### config.mk
export PLATFORM = sky130hd
export DESIGN_NAME = mul_arbiter_flat
export DESIGN_NICKNAME = d
export VERILOG_FILES = /design/src/rtl/mul_arbiter_if.sv /design/src/rtl/mul_arbiter.sv /design/src/flat_wrapper.sv
export SDC_FILE = /design/constraint.sdc
export NUM_CORES = 1
export LEC_CHECK = 0
export ABC_AREA = 1
export CORE_MARGIN = 4
export CORE_UTILIZATION = 50
export CTS_CLUSTER_DIAMETER = 150
export DETAILED_ROUTE_END_ITERATION = 12
export DONT_BUFFER_PORTS = 1
export GPL_TIMING_DRIVEN = 0
export SLEW_MARGIN = 20
export SYNTH_ARGS = -nofsm -noshare
export SYNTH_HDL_FRONTEND = slang
export SYNTH_SLANG_ARGS = --single-unit
### constraint.sdc
create_clock -name clk -period 2.55 [get_ports clk]
set_clock_uncertainty 0.15 [all_clocks]
set_input_delay 0.255 -clock clk [delete_from_list [all_inputs] [get_ports clk]]
set_output_delay 0.255 -clock clk [all_outputs]
set_load 0.005 [all_outputs]
### src/rtl/mul_arbiter_if.sv
// mul_arbiter_if: requester, response and multiplier bundle.
// The arbiter takes the slave side; the environment takes master.
interface mul_arbiter_if #(
  parameter int N_REQ = 4
);
  localparam int IW = $clog2(N_REQ);

  logic [N_REQ-1:0]   req_vld;
  logic [N_REQ*8-1:0] req_a;
  logic [N_REQ*8-1:0] req_b;
  logic [N_REQ-1:0]   req_rdy;
  logic               rsp_vld;
  logic [IW-1:0]      rsp_id;
  logic [15:0]        rsp_res;
  logic               rsp_rdy;
  logic [7:0]         mul_a;
  logic [7:0]         mul_b;
  logic               mul_vld;
  logic [15:0]        mul_res;
  logic               mul_res_rdy;
  logic               busy;

  modport master (
    output req_vld, req_a, req_b, rsp_rdy,
    output mul_res, mul_res_rdy,
    input  req_rdy, rsp_vld, rsp_id, rsp_res,
    input  mul_a, mul_b, mul_vld, busy
  );

  modport slave (
    input  req_vld, req_a, req_b, rsp_rdy,
    input  mul_res, mul_res_rdy,
    output req_rdy, rsp_vld, rsp_id, rsp_res,
    output mul_a, mul_b, mul_vld, busy
  );
endinterface

### src/rtl/mul_arbiter.sv
// mul_arbiter: round-robin front end for a shared sequential 8x8
// multiplier with one transaction in flight at a time.
module mul_arbiter #(
  parameter int N_REQ = 4
) (
  input logic          clk,
  input logic          rst,
  mul_arbiter_if.slave bus
);
  localparam int IW = $clog2(N_REQ);

  typedef enum logic [1:0] {
    IDLE,
    ISSUE,
    WAIT,
    RESP
  } state_t;

  state_t        state;
  logic [IW-1:0] ptr;
  logic [IW-1:0] id;
  logic [IW-1:0] gnt;
  logic [IW-1:0] cand;
  logic [7:0]    op_a;
  logic [7:0]    op_b;
  logic [15:0]   res;
  logic          mul_vld;
  logic          rsp_vld;
  logic          hit;

  // Search ptr+1 .. ptr+N_REQ; IW-bit adds wrap for power-of-two N_REQ.
  always_comb begin
    gnt  = ptr;
    hit  = 1'b0;
    cand = '0;
    for (int i = 1; i <= N_REQ; i++) begin
      cand = ptr + IW'(i);
      if (!hit && bus.req_vld[cand]) begin
        gnt = cand;
        hit = 1'b1;
      end
    end
  end

  assign bus.req_rdy =
    (state == IDLE && hit && !rst)
      ? ({{(N_REQ-1){1'b0}}, 1'b1} << gnt)
      : '0;

  always_ff @(posedge clk) begin
    if (rst) begin
      state   <= IDLE;
      ptr     <= IW'(N_REQ - 1);
      id      <= '0;
      op_a    <= '0;
      op_b    <= '0;
      res     <= '0;
      mul_vld <= 1'b0;
      rsp_vld <= 1'b0;
    end else begin
      unique case (state)
        IDLE: begin
          if (hit) begin
            op_a    <= bus.req_a[{gnt, 3'b000} +: 8];
            op_b    <= bus.req_b[{gnt, 3'b000} +: 8];
            id      <= gnt;
            ptr     <= gnt;
            mul_vld <= 1'b1;
            state   <= ISSUE;
          end
        end
        ISSUE: begin
          mul_vld <= 1'b0;
          state   <= WAIT;
        end
        WAIT: begin
          if (bus.mul_res_rdy) begin
            res     <= bus.mul_res;
            rsp_vld <= 1'b1;
            state   <= RESP;
          end
        end
        RESP: begin
          if (bus.rsp_rdy) begin
            rsp_vld <= 1'b0;
            state   <= IDLE;
          end
        end
        default: state <= IDLE;
      endcase
    end
  end

  assign bus.mul_a   = op_a;
  assign bus.mul_b   = op_b;
  assign bus.mul_vld = mul_vld;
  assign bus.rsp_vld = rsp_vld;
  assign bus.rsp_id  = id;
  assign bus.rsp_res = res;
  assign bus.busy    = (state != IDLE);
endmodule
### src/flat_wrapper.sv
// flat-port wrapper written by rule: the top's interface ports become plain ports
module mul_arbiter_flat 
#(
  parameter int N_REQ = 4
)
  (clk, rst, bus_req_vld, bus_req_a, bus_req_b, bus_rsp_rdy, bus_mul_res, bus_mul_res_rdy, bus_req_rdy, bus_rsp_vld, bus_rsp_id, bus_rsp_res, bus_mul_a, bus_mul_b, bus_mul_vld, bus_busy);
  mul_arbiter_if #(.N_REQ(N_REQ)) bus_i ();
  input logic clk;
  input logic rst;
  input wire logic [$bits(bus_i.req_vld)-1:0] bus_req_vld;
  input wire logic [$bits(bus_i.req_a)-1:0] bus_req_a;
  input wire logic [$bits(bus_i.req_b)-1:0] bus_req_b;
  input wire logic [$bits(bus_i.rsp_rdy)-1:0] bus_rsp_rdy;
  input wire logic [$bits(bus_i.mul_res)-1:0] bus_mul_res;
  input wire logic [$bits(bus_i.mul_res_rdy)-1:0] bus_mul_res_rdy;
  output wire logic [$bits(bus_i.req_rdy)-1:0] bus_req_rdy;
  output wire logic [$bits(bus_i.rsp_vld)-1:0] bus_rsp_vld;
  output wire logic [$bits(bus_i.rsp_id)-1:0] bus_rsp_id;
  output wire logic [$bits(bus_i.rsp_res)-1:0] bus_rsp_res;
  output wire logic [$bits(bus_i.mul_a)-1:0] bus_mul_a;
  output wire logic [$bits(bus_i.mul_b)-1:0] bus_mul_b;
  output wire logic [$bits(bus_i.mul_vld)-1:0] bus_mul_vld;
  output wire logic [$bits(bus_i.busy)-1:0] bus_busy;
  assign bus_i.req_vld = bus_req_vld;
  assign bus_i.req_a = bus_req_a;
  assign bus_i.req_b = bus_req_b;
  assign bus_i.rsp_rdy = bus_rsp_rdy;
  assign bus_i.mul_res = bus_mul_res;
  assign bus_i.mul_res_rdy = bus_mul_res_rdy;
  assign bus_req_rdy = bus_i.req_rdy;
  assign bus_rsp_vld = bus_i.rsp_vld;
  assign bus_rsp_id = bus_i.rsp_id;
  assign bus_rsp_res = bus_i.rsp_res;
  assign bus_mul_a = bus_i.mul_a;
  assign bus_mul_b = bus_i.mul_b;
  assign bus_mul_vld = bus_i.mul_vld;
  assign bus_busy = bus_i.busy;
  mul_arbiter #(.N_REQ(N_REQ)) u_core (.clk(clk), .rst(rst), .bus(bus_i));
endmodule
==> metrics.md, run 1 <==
| Metric | Value |
|---|---|
| Number of antenna violations at the first check in global routing | 0 |
| Starting Density | 51.47% |
| Reg power frac | 21.0% |
| Worst hold slack across all endpoints | 0.08403 ns |
| Count of buffers inserted at the top-level ports | 0 |
| Compound-gate portion of the synthesized area | 9.662% |
| Total net switching power | 2316 µW |
| Sequential area share after synthesis | 30.46% |
| Netlist area before placement | 2629 µm² |
| Antenna Diode Count | 0 |
| Area inside the core boundary | 5107 µm² |
| Via count | 2560 |
| WS Path Type | reg -> out |
| Clock transition at the register clock pins on the worst setup and hold paths after CTS | 0.08 ns |
| Largest family of logic cells by synthesized area | simple AND/OR/NAND/NOR gates |
| Internal Dissipation | 2235 µW |
| CTS tree | built |
| Die area | 6482 µm² |
| Drc violations | 0 |
| Final weighted congestion in routability-driven placement | 0.7684 |
| Origin of the worst min-delay path | bus_req_a[7] |
| Library cell used as clock root buffer | clkbuf_8 |
| Slew Viols, Final | 0 |
| Per-cell routed wire length | 13.72 µm |
| Max-capacitance violation count | 0 |
| Main area contributors after synthesis | dfxtp_1 30%, nand2_1 14%, nand3_1 13% |
| CTS buffer count | 5 |
| Clock latency on the worst-skew pair | 0.29 ns |
| Maximum net fanout on the critical path | 10 |
| Vias in the first global route | 2406 |
| HPWL after DPL | 5126 µm |
| Remaining antenna violation count after routing | 0 |
| Hold/Removal Path Class | in -> reg |
| Period utilization | 94.22% |
| Detailed-routing iteration count for the pre-antenna-repair pass | 4 |
| Data required, critical path | 2.14 ns |
| Mean Syn Cell Area | 6.523 µm² |
| Maximum frequency from static timing analysis | 0.4162 GHz |
| Footprint of the multi-input gates | 1553 µm² |
| Post-synthesis share of cell area spent on xor and xnor gates | 0% |
| Net count after synthesis | 495 |
| Longest Clk Path Bufs | 2 |
| End point of the most critical hold path | u_core.bus.mul_a[7] |
| Share of layout cells above drive strength 1 | 18.41% |
| Synthesis warning total | 0 |
| Max transition margin | 62.41% |
| Floorplan row count | 26 |
| Vias per cell | 5.130 |
| # placed instances | 473 |
| Startpoint types | register |
| Endpoint arrival time on the critical path | 2.00 ns |
| Depth of the worst register-to-register path | 15 |
| Seq cells post-synth | 40 |
| Power density of the placed cells | 1490 nW/µm² |
| Peak supply drop | 0.0007698 V |
| First-pass GRT wire length | 11220 µm |
| Area overhead of the layout relative to synthesis | 16.18% |
| Multiplexer fraction of the synthesized cell area | 0% |
| End of the worst register-to-register path | u_core.bus.mul_b[7] |
| Largest area contributor in the synthesized netlist | dfxtp_1 |
| Start of the worst register-to-register path | u_core.ptr[0] |
| Worst reg2reg setup slack | 0.43 ns |
| Setup crit end kind | primary output |
| Number of different library cells in the post-synthesis netlist | 30 |
| Final wirelength | 6845 µm |
| Net switching share of the total power | 50.89% |
| Pin count of the biggest net entering global routing | 14 |
| Actual slew at the worst max-slew pin | 0.5638 ns |
| Starting DRT DRC Count | 93 |
| Total area of sequential cells | 803.3 µm² |
| Horizontal extent of the die | 80.51 µm |
| Share of the core filled with cells | 59.80% |
| Number of filler instances in the final layout | 563 |
| Clock sink count | 40 |
| Proportion of power drawn by the clock network | 11.3% |
| Setup-failing EPs final | 0 |
| Result of the run | finished clean |
| Fraction of synthesized cell area taken by the top area cell type | 30.46% |
| GR Overflow Total | 0 |
| Number of hold violations in the final report | 0 |
| Combinational fraction of design power | 67.7% |
| Post-Route Setup TNS | 0 ns |
| Final non-filler cell total | 499 |
| Post-Synthesis Cells | 403 |
| Most common cell after layout, fill and taps aside | nand2_1 |
| Leakage Power | 0.001447 µW |
| Adder-cell area share of the yosys netlist | 1.904% |
| Most used cells in the layout excluding fill and tap cells | 98 x nand2_1, 66 x nand3_1, 40 x inv_1 |
| Aggregate global-route resource usage | 22.00% |
| Min cycle time layout | 2.403 ns |
| Total Nets Final | 520 |
| CTS H-tree depth | 2 |
| Share of synthesized cell area in and, or, nand and nor gates | 46.07% |
| Top-level port count | 129 |
| Die outline height | 80.51 µm |
| Worst hold path depth | 4 |
## power by group through the flow
| stage | combinational, µW | sequential (µW) | clock [µW] |
|---|---|---|---|
| floorplan | 2400 | 922 | 0 |
| global placement | 2900 | 968 | 0 |
| detailed placement | 2930 | 968 | 0 |
| CTS | 2970 | 955 | 531 |
| global route | 3510 | 977 | 563 |
| finish | 3080 | 955 | 516 |
## synthesized netlist by cell type
library cell / instances
a21oi_1: 16
a21oi_2: 4
buf_2: 6
buf_4: 4
buf_6: 3
buf_8: 1
clkbuf_1: 6
clkinv_1: 1
clkinv_4: 1
dfxtp_1: 40
ha_1: 4
inv_1: 40
inv_2: 2
inv_8: 1
nand2_1: 99
nand2_2: 23
nand2_4: 8
nand2_8: 1
nand3_1: 66
nand3_2: 4
nand3_4: 2
nand4_1: 1
nor2_1: 39
nor2_2: 2
nor3_1: 3
o211a_1: 1
o211ai_1: 1
o21ai_0: 22
o21ai_1: 1
o22ai_1: 1
## worst max path at each step
stage	from	end	slack, ns
2_1_floorplan	u_core.ptr[0]	bus_req_rdy[1]	0.61
3_3_place_gp	u_core.ptr[1]	bus_req_rdy[3]	0.35
3_5_place_dp	u_core.ptr[1]	bus_req_rdy[1]	0.33
4_1_cts	u_core.ptr[0]	bus_req_rdy[1]	0.03
5_1_grt	u_core.ptr[0]	bus_req_rdy[2]	-0.04
6_report	u_core.ptr[0]	bus_req_rdy[0]	0.15
## registers in the layout, indices dropped and copies added, names as in the netlist
signal / cells
u_core.bus.mul_b: 8
u_core.bus.rsp_res: 16
u_core.bus.mul_a: 8
u_core.ptr: 2
u_core.bus.mul_vld: 1
u_core.bus.rsp_vld: 1
u_core.state: 2
u_core.bus.rsp_id: 2
## stage by stage
stage / instance area, µm² / worst slack [ns] / power, µW
final: 3054 / 0.1474 / 4551
after global routing: 3054 / -0.04083 / 5050
after CTS: 2989 / 0.02555 / 4457
after detailed placement: 2716 / 0.3270 / 3896
after global placement: 2716 / 0.3477 / 3868
after floorplan: 2629 / 0.6057 / 3326
## layout make-up
| cell class | count | area share (%) |
|---|---|---|
| buffer | 20 | 4.670 |
| clock buffer | 5 | 2.253 |
| clock inverter | 3 | 1.393 |
| inverter | 45 | 5.940 |
| multi-input combinational | 298 | 50.84 |
| sequential | 40 | 26.30 |
| tap | 70 | 2.868 |
| timing repair buffer | 18 | 5.735 |
## critical path, cell delays in order, from the launching register on
cell and delay, ns:
dfxtp_2 0.33, buf_8 0.14, inv_8 0.09, nand2_1 0.07, nand2_2 0.08, nand2_2 0.07
nand2_4 0.10, nor2_2 0.05, nand4_1 0.12, nand2_2 0.11, inv_2 0.08, buf_6 0.14
nand2_1 0.12, nor3_4 0.19
## cells by family after synthesis
kind of cell / count (synthesis)
AND/OR/NAND/NOR: 248
buffers and inverters: 65
AO/OA/AOI/OAI: 46
flip-flops: 40
adder cells (fa/ha/maj): 4
## what timing repair did
action | 4_1_cts | 5_1_grt
pin swaps | 0 | 1
hold buffers | 16 | 0
endpoints found under the hold margin | 16 | 0
setup endpoints to repair | 2 | 4
buffers inserted | 0 | 2
resized for setup | 1 | 12
## per-layer routing
layer / wire length, µm / up-vias / global-route usage [%]
met5: 0 / - / 0
met4: 95 / 0 / 6.588
met3: 599 / 9 / 5.830
met2: 3289 / 87 / 35.68
met1: 2860 / 1133 / 28.43
li1: - / 1331 / -
Note: power is estimated with default switching activity, not from simulation.
==> run 2, diff against run 1 <==
--- a/config.mk
+++ b/config.mk
@@ -12,6 +12,7 @@
 export DETAILED_ROUTE_END_ITERATION = 12
 export DONT_BUFFER_PORTS = 1
 export GPL_TIMING_DRIVEN = 0
+export PLACE_DENSITY = 0.62
 export SLEW_MARGIN = 20
 export SYNTH_ARGS = -nofsm -noshare
 export SYNTH_HDL_FRONTEND = slang
==> metrics.md, run 2 (same netlist as run 1, synthesis figures left out) <==
| Metric | Value |
|---|---|
| Buffering stage count on the worst path with inverters included | 3 |
| Maximum net fanout on the critical path | 10 |
| Horizontal extent of the die | 80.51 µm |
| Launching element of the worst setup path | u_core.ptr[0] |
| GR Overflow Total | 0 |
| Number of hold violations in the final report | 0 |
| Antenna Diode Count | 0 |
| Count of buffers inserted at the top-level ports | 0 |
| Clock sink count | 40 |
| Clock transition at the register clock pins on the worst setup and hold paths after CTS | 0.09 ns |
| Total Nets Final | 522 |
| Vias per cell | 5.192 |
| Result of the run | finished clean |
| Net switching share of the total power | 51.03% |
| Final wirelength | 6961 µm |
| Most common cell after layout, fill and taps aside | nand2_1 |
| Proportion of power drawn by the clock network | 11.7% |
| Worst hold slack across all endpoints | 0.07617 ns |
| Min cycle time layout | 2.405 ns |
| Post-Route Setup TNS | 0 ns |
| Starting DRT DRC Count | 155 |
| Drc violations | 0 |
| Reg power frac | 20.8% |
| Worst hold path depth | 4 |
| Top delay family on crit path | simple AND/OR/NAND/NOR gates |
| Hold/Removal Path Class | in -> reg |
| Data required, critical path | 2.14 ns |
| Vias in the first global route | 2373 |
| Leakage Power | 0.001458 µW |
| Most used cells in the layout excluding fill and tap cells | 98 x nand2_1, 66 x nand3_1, 40 x inv_1 |
| Max-capacitance violation count | 0 |
| Combinational fraction of design power | 67.5% |
| Library cell used as clock root buffer | clkbuf_8 |
| Number of filler instances in the final layout | 518 |
| Area overhead of the layout relative to synthesis | 16.80% |
| Slowest-stage cell, CP | dfxtp_2 |
| Clock latency on the worst-skew pair | 0.30 ns |
| First-pass GRT wire length | 11100 µm |
| Floorplan row count | 26 |
| Per-cell routed wire length | 13.89 µm |
| Starting Density | 51.47% |
| Internal Dissipation | 2259 µW |
| Peak supply drop | 0.0007854 V |
| WS Path Type | reg -> out |
| Total net switching power | 2354 µW |
| Cell occurring most often along the worst timing path | nand2_2 |
| Depth of the worst register-to-register path | 15 |
| Longest Clk Path Bufs | 2 |
| Max transition margin | 61.31% |
| Remaining antenna violation count after routing | 0 |
| Startpoint types | register |
| Slew Viols, Final | 0 |
| CTS buffer count | 5 |
| Maximum frequency from static timing analysis | 0.4157 GHz |
| Endpoint arrival time on the critical path | 2.00 ns |
| Die outline height | 80.51 µm |
| Share of layout cells above drive strength 1 | 18.79% |
| Area inside the core boundary | 5107 µm² |
| CTS H-tree depth | 2 |
| HPWL after DPL | 5142 µm |
| Critical Path Max Stage Delay | 0.33 ns |
| Critical-path cell list | buf_8 > inv_8 > nand2_1 > nand2_2 > nand2_2 > nand2_4 > nand2_8 > nand3_4 > nand2_8 > buf_6 > nor2_2 > nand2_2 > nor2_2 |
| Start of the worst register-to-register path | u_core.ptr[0] |
| Setup repair after global routing missed its margin | true |
| Pin count of the biggest net entering global routing | 15 |
| Die area | 6482 µm² |
| Power density of the placed cells | 1502 nW/µm² |
| Origin of the worst min-delay path | bus_req_b[4] |
| Setup crit end kind | primary output |
| Number of flip-flops in the largest register | 16 |
| Detailed-routing iteration count for the pre-antenna-repair pass | 4 |
| Top-level port count | 129 |
| Setup-failing EPs final | 0 |
| Via count | 2601 |
| Final weighted congestion in routability-driven placement | 0.8645 |
| Aggregate global-route resource usage | 21.63% |
| Levels on crit path | 13 |
| Number of antenna violations at the first check in global routing | 0 |
| Actual slew at the worst max-slew pin | 0.5804 ns |
| CTS tree | built |
| Period utilization | 94.33% |
## run 2: power groups by stage
stage | Sequential, µW | Clock, µW | Combinational (µW)
global route | 982 | 580 | 3500
finish | 957 | 540 | 3120
global placement | 966 | 0 | 2900
CTS | 956 | 553 | 2980
detailed placement | 966 | 0 | 2940
floorplan | 922 | 0 | 2400
## run 2: cell type report
cell class	count	area (µm²)	share of cell area [%]
well taps	70	87.58	2.852
inverters	45	181.4	5.909
clock buffers	5	68.82	2.241
clock inverters	3	47.55	1.548
multi-input cells	298	1550	50.49
repair buffers	20	190.2	6.194
flip-flops and latches	40	805.8	26.24
plain buffers	20	138.9	4.523
## run 2: metal layers
metal | vias to the layer above | share of wire (%) | track usage, %
met5 | - | 0 | 0
li1 | 1337 | - | -
met4 | 0 | 2.0 | 7.601
met1 | 1165 | 43 | 29.19
met3 | 11 | 8.3 | 5.830
met2 | 88 | 46 | 33.03
## run 2: repair_timing
action	in CTS	in global routing
gates resized for setup	1	11
setup buffers	0	4
hold buffers	16	0
endpoints found under the setup margin	2	4
hold endpoints to repair	16	0
pin swaps	0	2
## run 2: worst paths after layout
check | to | slack, ns
max | bus_req_rdy[3] | 0.14
min | u_core.bus.mul_b[4] | 0.08
min reg2reg | u_core.bus.mul_a[4] | 0.35
max reg2reg | u_core.bus.mul_b[2] | 0.48
## run 2: worst reg2reg max path, stage by stage (launching register included)
cell and delay, ns:
dfxtp_2 0.34, buf_8 0.15, inv_8 0.06, nand2_1 0.07, nand2_1 0.06, nand2_1 0.06, nand2_1 0.08, nor2_2 0.13
nand2_1 0.11, inv_1 0.08, nand2_1 0.05, nand2_1 0.07, buf_2 0.23, nand3_1 0.13, nand3_1 0.11, a21oi_1 0.07
## run 2: per-stage QoR
stage                     power, µW  cell area [µm²]  utilization (%)  worst slack (ns)  std cells
after floorplan                3326             2629                -            0.6057        403
after global placement         3871             2716            53.18            0.3567        473
after detailed placement       3909             2716            53.18            0.3311        473
after CTS                      4487             2994            58.62           0.02483        497
after global routing           5060             3070            60.12         -0.007759        501
final                          4613             3070            60.12            0.1445        501
==> run 3, diff against run 2 <==
--- a/config.mk
+++ b/config.mk
@@ -7,12 +7,12 @@
 export LEC_CHECK = 0
 export ABC_AREA = 1
 export CORE_MARGIN = 4
-export CORE_UTILIZATION = 50
+export CORE_UTILIZATION = 45
 export CTS_CLUSTER_DIAMETER = 150
 export DETAILED_ROUTE_END_ITERATION = 12
 export DONT_BUFFER_PORTS = 1
 export GPL_TIMING_DRIVEN = 0
-export PLACE_DENSITY = 0.62
+export PLACE_DENSITY = 0.57
 export SLEW_MARGIN = 20
 export SYNTH_ARGS = -nofsm -noshare
 export SYNTH_HDL_FRONTEND = slang
==> metrics.md, run 3 (same netlist as run 1, synthesis figures left out) <==
| Metric | Value |
|---|---|
| Horizontal extent of the die | 84.43 µm |
| Data required, critical path | 2.14 ns |
| Maximum net fanout on the critical path | 10 |
| Area overhead of the layout relative to synthesis | 15.99% |
| Longest Clk Path Bufs | 2 |
| CTS tree | built |
| WS Path Type | reg -> out |
| Worst hold slack across all endpoints | 0.08439 ns |
| Via count | 2517 |
| Number of antenna violations at the first check in global routing | 0 |
| Aggregate global-route resource usage | 18.76% |
| Power density of the placed cells | 1488 nW/µm² |
| Total Nets Final | 520 |
| Share of the core filled with cells | 54.70% |
| Most common cell after layout, fill and taps aside | nand2_1 |
| Max transition margin | 62.43% |
| Antenna Diode Count | 0 |
| Remaining antenna violation count after routing | 0 |
| Detailed-routing iteration count for the pre-antenna-repair pass | 4 |
| Top-level port count | 129 |
| Die outline height | 84.43 µm |
| Slowest-stage cell, CP | dfxtp_1 |
| Result of the run | finished clean |
| Critical Path Max Stage Delay | 0.33 ns |
| Clock latency on the worst-skew pair | 0.29 ns |
| Drc violations | 0 |
| Final wirelength | 6960 µm |
| Clock transition at the register clock pins on the worst setup and hold paths after CTS | 0.09 ns |
| Pin count of the biggest net entering global routing | 15 |
| Post-Route Setup TNS | 0 ns |
| Floorplan row count | 27 |
| Max-capacitance violation count | 0 |
| Setup crit end kind | primary output |
| Slew Viols, Final | 0 |
| Most used cells in the layout excluding fill and tap cells | 98 x nand2_1, 66 x nand3_1, 40 x inv_1 |
| CTS H-tree depth | 2 |
| Critical-path cell list | buf_8 > inv_8 > nand2_2 > nand2_2 > nand2_2 > nand2_4 > clkinv_4 > nand3_4 > nand2_4 > buf_6 > nor2_4 > nand2_2 > nor2_2 |
| Hold/Removal Path Class | in -> reg |
| Vias per cell | 5.024 |
| CTS buffer count | 5 |
| Starting DRT DRC Count | 65 |
| Period utilization | 92.93% |
| Leakage Power | 0.001445 µW |
| Least setup slack across all paths after layout | 0.1802 ns |
| Min cycle time layout | 2.370 ns |
| GR Overflow Total | 0 |
| Per-cell routed wire length | 13.89 µm |
| Setup-failing EPs final | 0 |
| Maximum frequency from static timing analysis | 0.4220 GHz |
| Count of buffers inserted at the top-level ports | 0 |
| Die area | 7128 µm² |
| Area inside the core boundary | 5574 µm² |
| Starting Density | 47.16% |
| Clock sink count | 40 |
| Actual slew at the worst max-slew pin | 0.5636 ns |
| Vias in the first global route | 2339 |
| Worst setup slack before clock tree synthesis | 0.3130 ns |
| Final weighted congestion in routability-driven placement | 0.8153 |
| Startpoint types | register |
| HPWL after DPL | 5355 µm |
| Number of filler instances in the final layout | 585 |
| Share of layout cells above drive strength 1 | 18.18% |
| Library cell used as clock root buffer | clkbuf_8 |
| Number of hold violations in the final report | 0 |
| Peak supply drop | 0.0007125 V |
| Endpoint arrival time on the critical path | 1.96 ns |
| First-pass GRT wire length | 11030 µm |
| Number of flip-flops in the largest register | 16 |
| Cell occurring most often along the worst timing path | nand2_2 |
run 3: what timing repair did:
item / CTS / global route
buffers inserted: 0 / 2
setup endpoints to repair: 2 / 4
resized for setup: 1 / 9
hold buffers: 16 / 0
endpoints found under the hold margin: 16 / 0
cloned: 0 / 0
run 3: metrics by stage:
step                      std cells  total power [µW]  instance area (µm²)
after floorplan                 403              3326                 2629
after global placement          475              3883                 2719
after detailed placement        475              3912                 2719
after CTS                       499              4478                 2995
after global routing            501              5009                 3049
final                           501              4538                 3049
run 3: final timing paths:
| path | to | slack [ns] | depth (start not counted) | start |
|---|---|---|---|---|
| setup / recovery | bus_req_rdy[1] | 0.18 | 13 | u_core.ptr[0] |
| hold reg to reg | u_core.bus.mul_a[3] | 0.34 | 2 | u_core.bus.mul_a[3] |
| hold / removal | u_core.bus.mul_b[3] | 0.08 | 4 | bus_req_b[11] |
| setup reg to reg | u_core.bus.mul_a[1] | 0.46 | 15 | u_core.ptr[0] |
run 3: worst max-delay path, delay by kind of cell (launching register included):
| family | cells | cell delay, ns |
|---|---|---|
| buffers and inverters | 4 | 0.47 |
| flip-flops | 1 | 0.33 |
| AND/OR/NAND/NOR | 9 | 0.86 |
run 3: report_power, final:
| part | switching [µW] | total (µW) | internal (µW) |
|---|---|---|---|
| sequential | 145 | 954 | 808 |
| clock | 245 | 540 | 295 |
| combinational | 1930 | 3040 | 1120 |
| total | 2320 | 4540 | 2220 |
run 3: final cells by class:
type / count / area, µm² / share of cell area, %
buffer: 20 / 138.9 / 4.555
inverter: 45 / 181.4 / 5.950
tap: 72 / 90.09 / 2.954
clock buffer: 5 / 68.82 / 2.257
multi-input combinational: 298 / 1546 / 50.72
sequential: 40 / 802.0 / 26.30
clock inverter: 3 / 46.29 / 1.518
timing repair buffer: 18 / 175.2 / 5.745
run 3: metal layers:
| metal | global-route usage, % | routed length, µm |
|---|---|---|
| met1 | 24.90 | 3010 |
| met2 | 30.56 | 3398 |
| met3 | 5.594 | 517 |
| met4 | 3.453 | 33 |
| met5 | 0 | 0 |
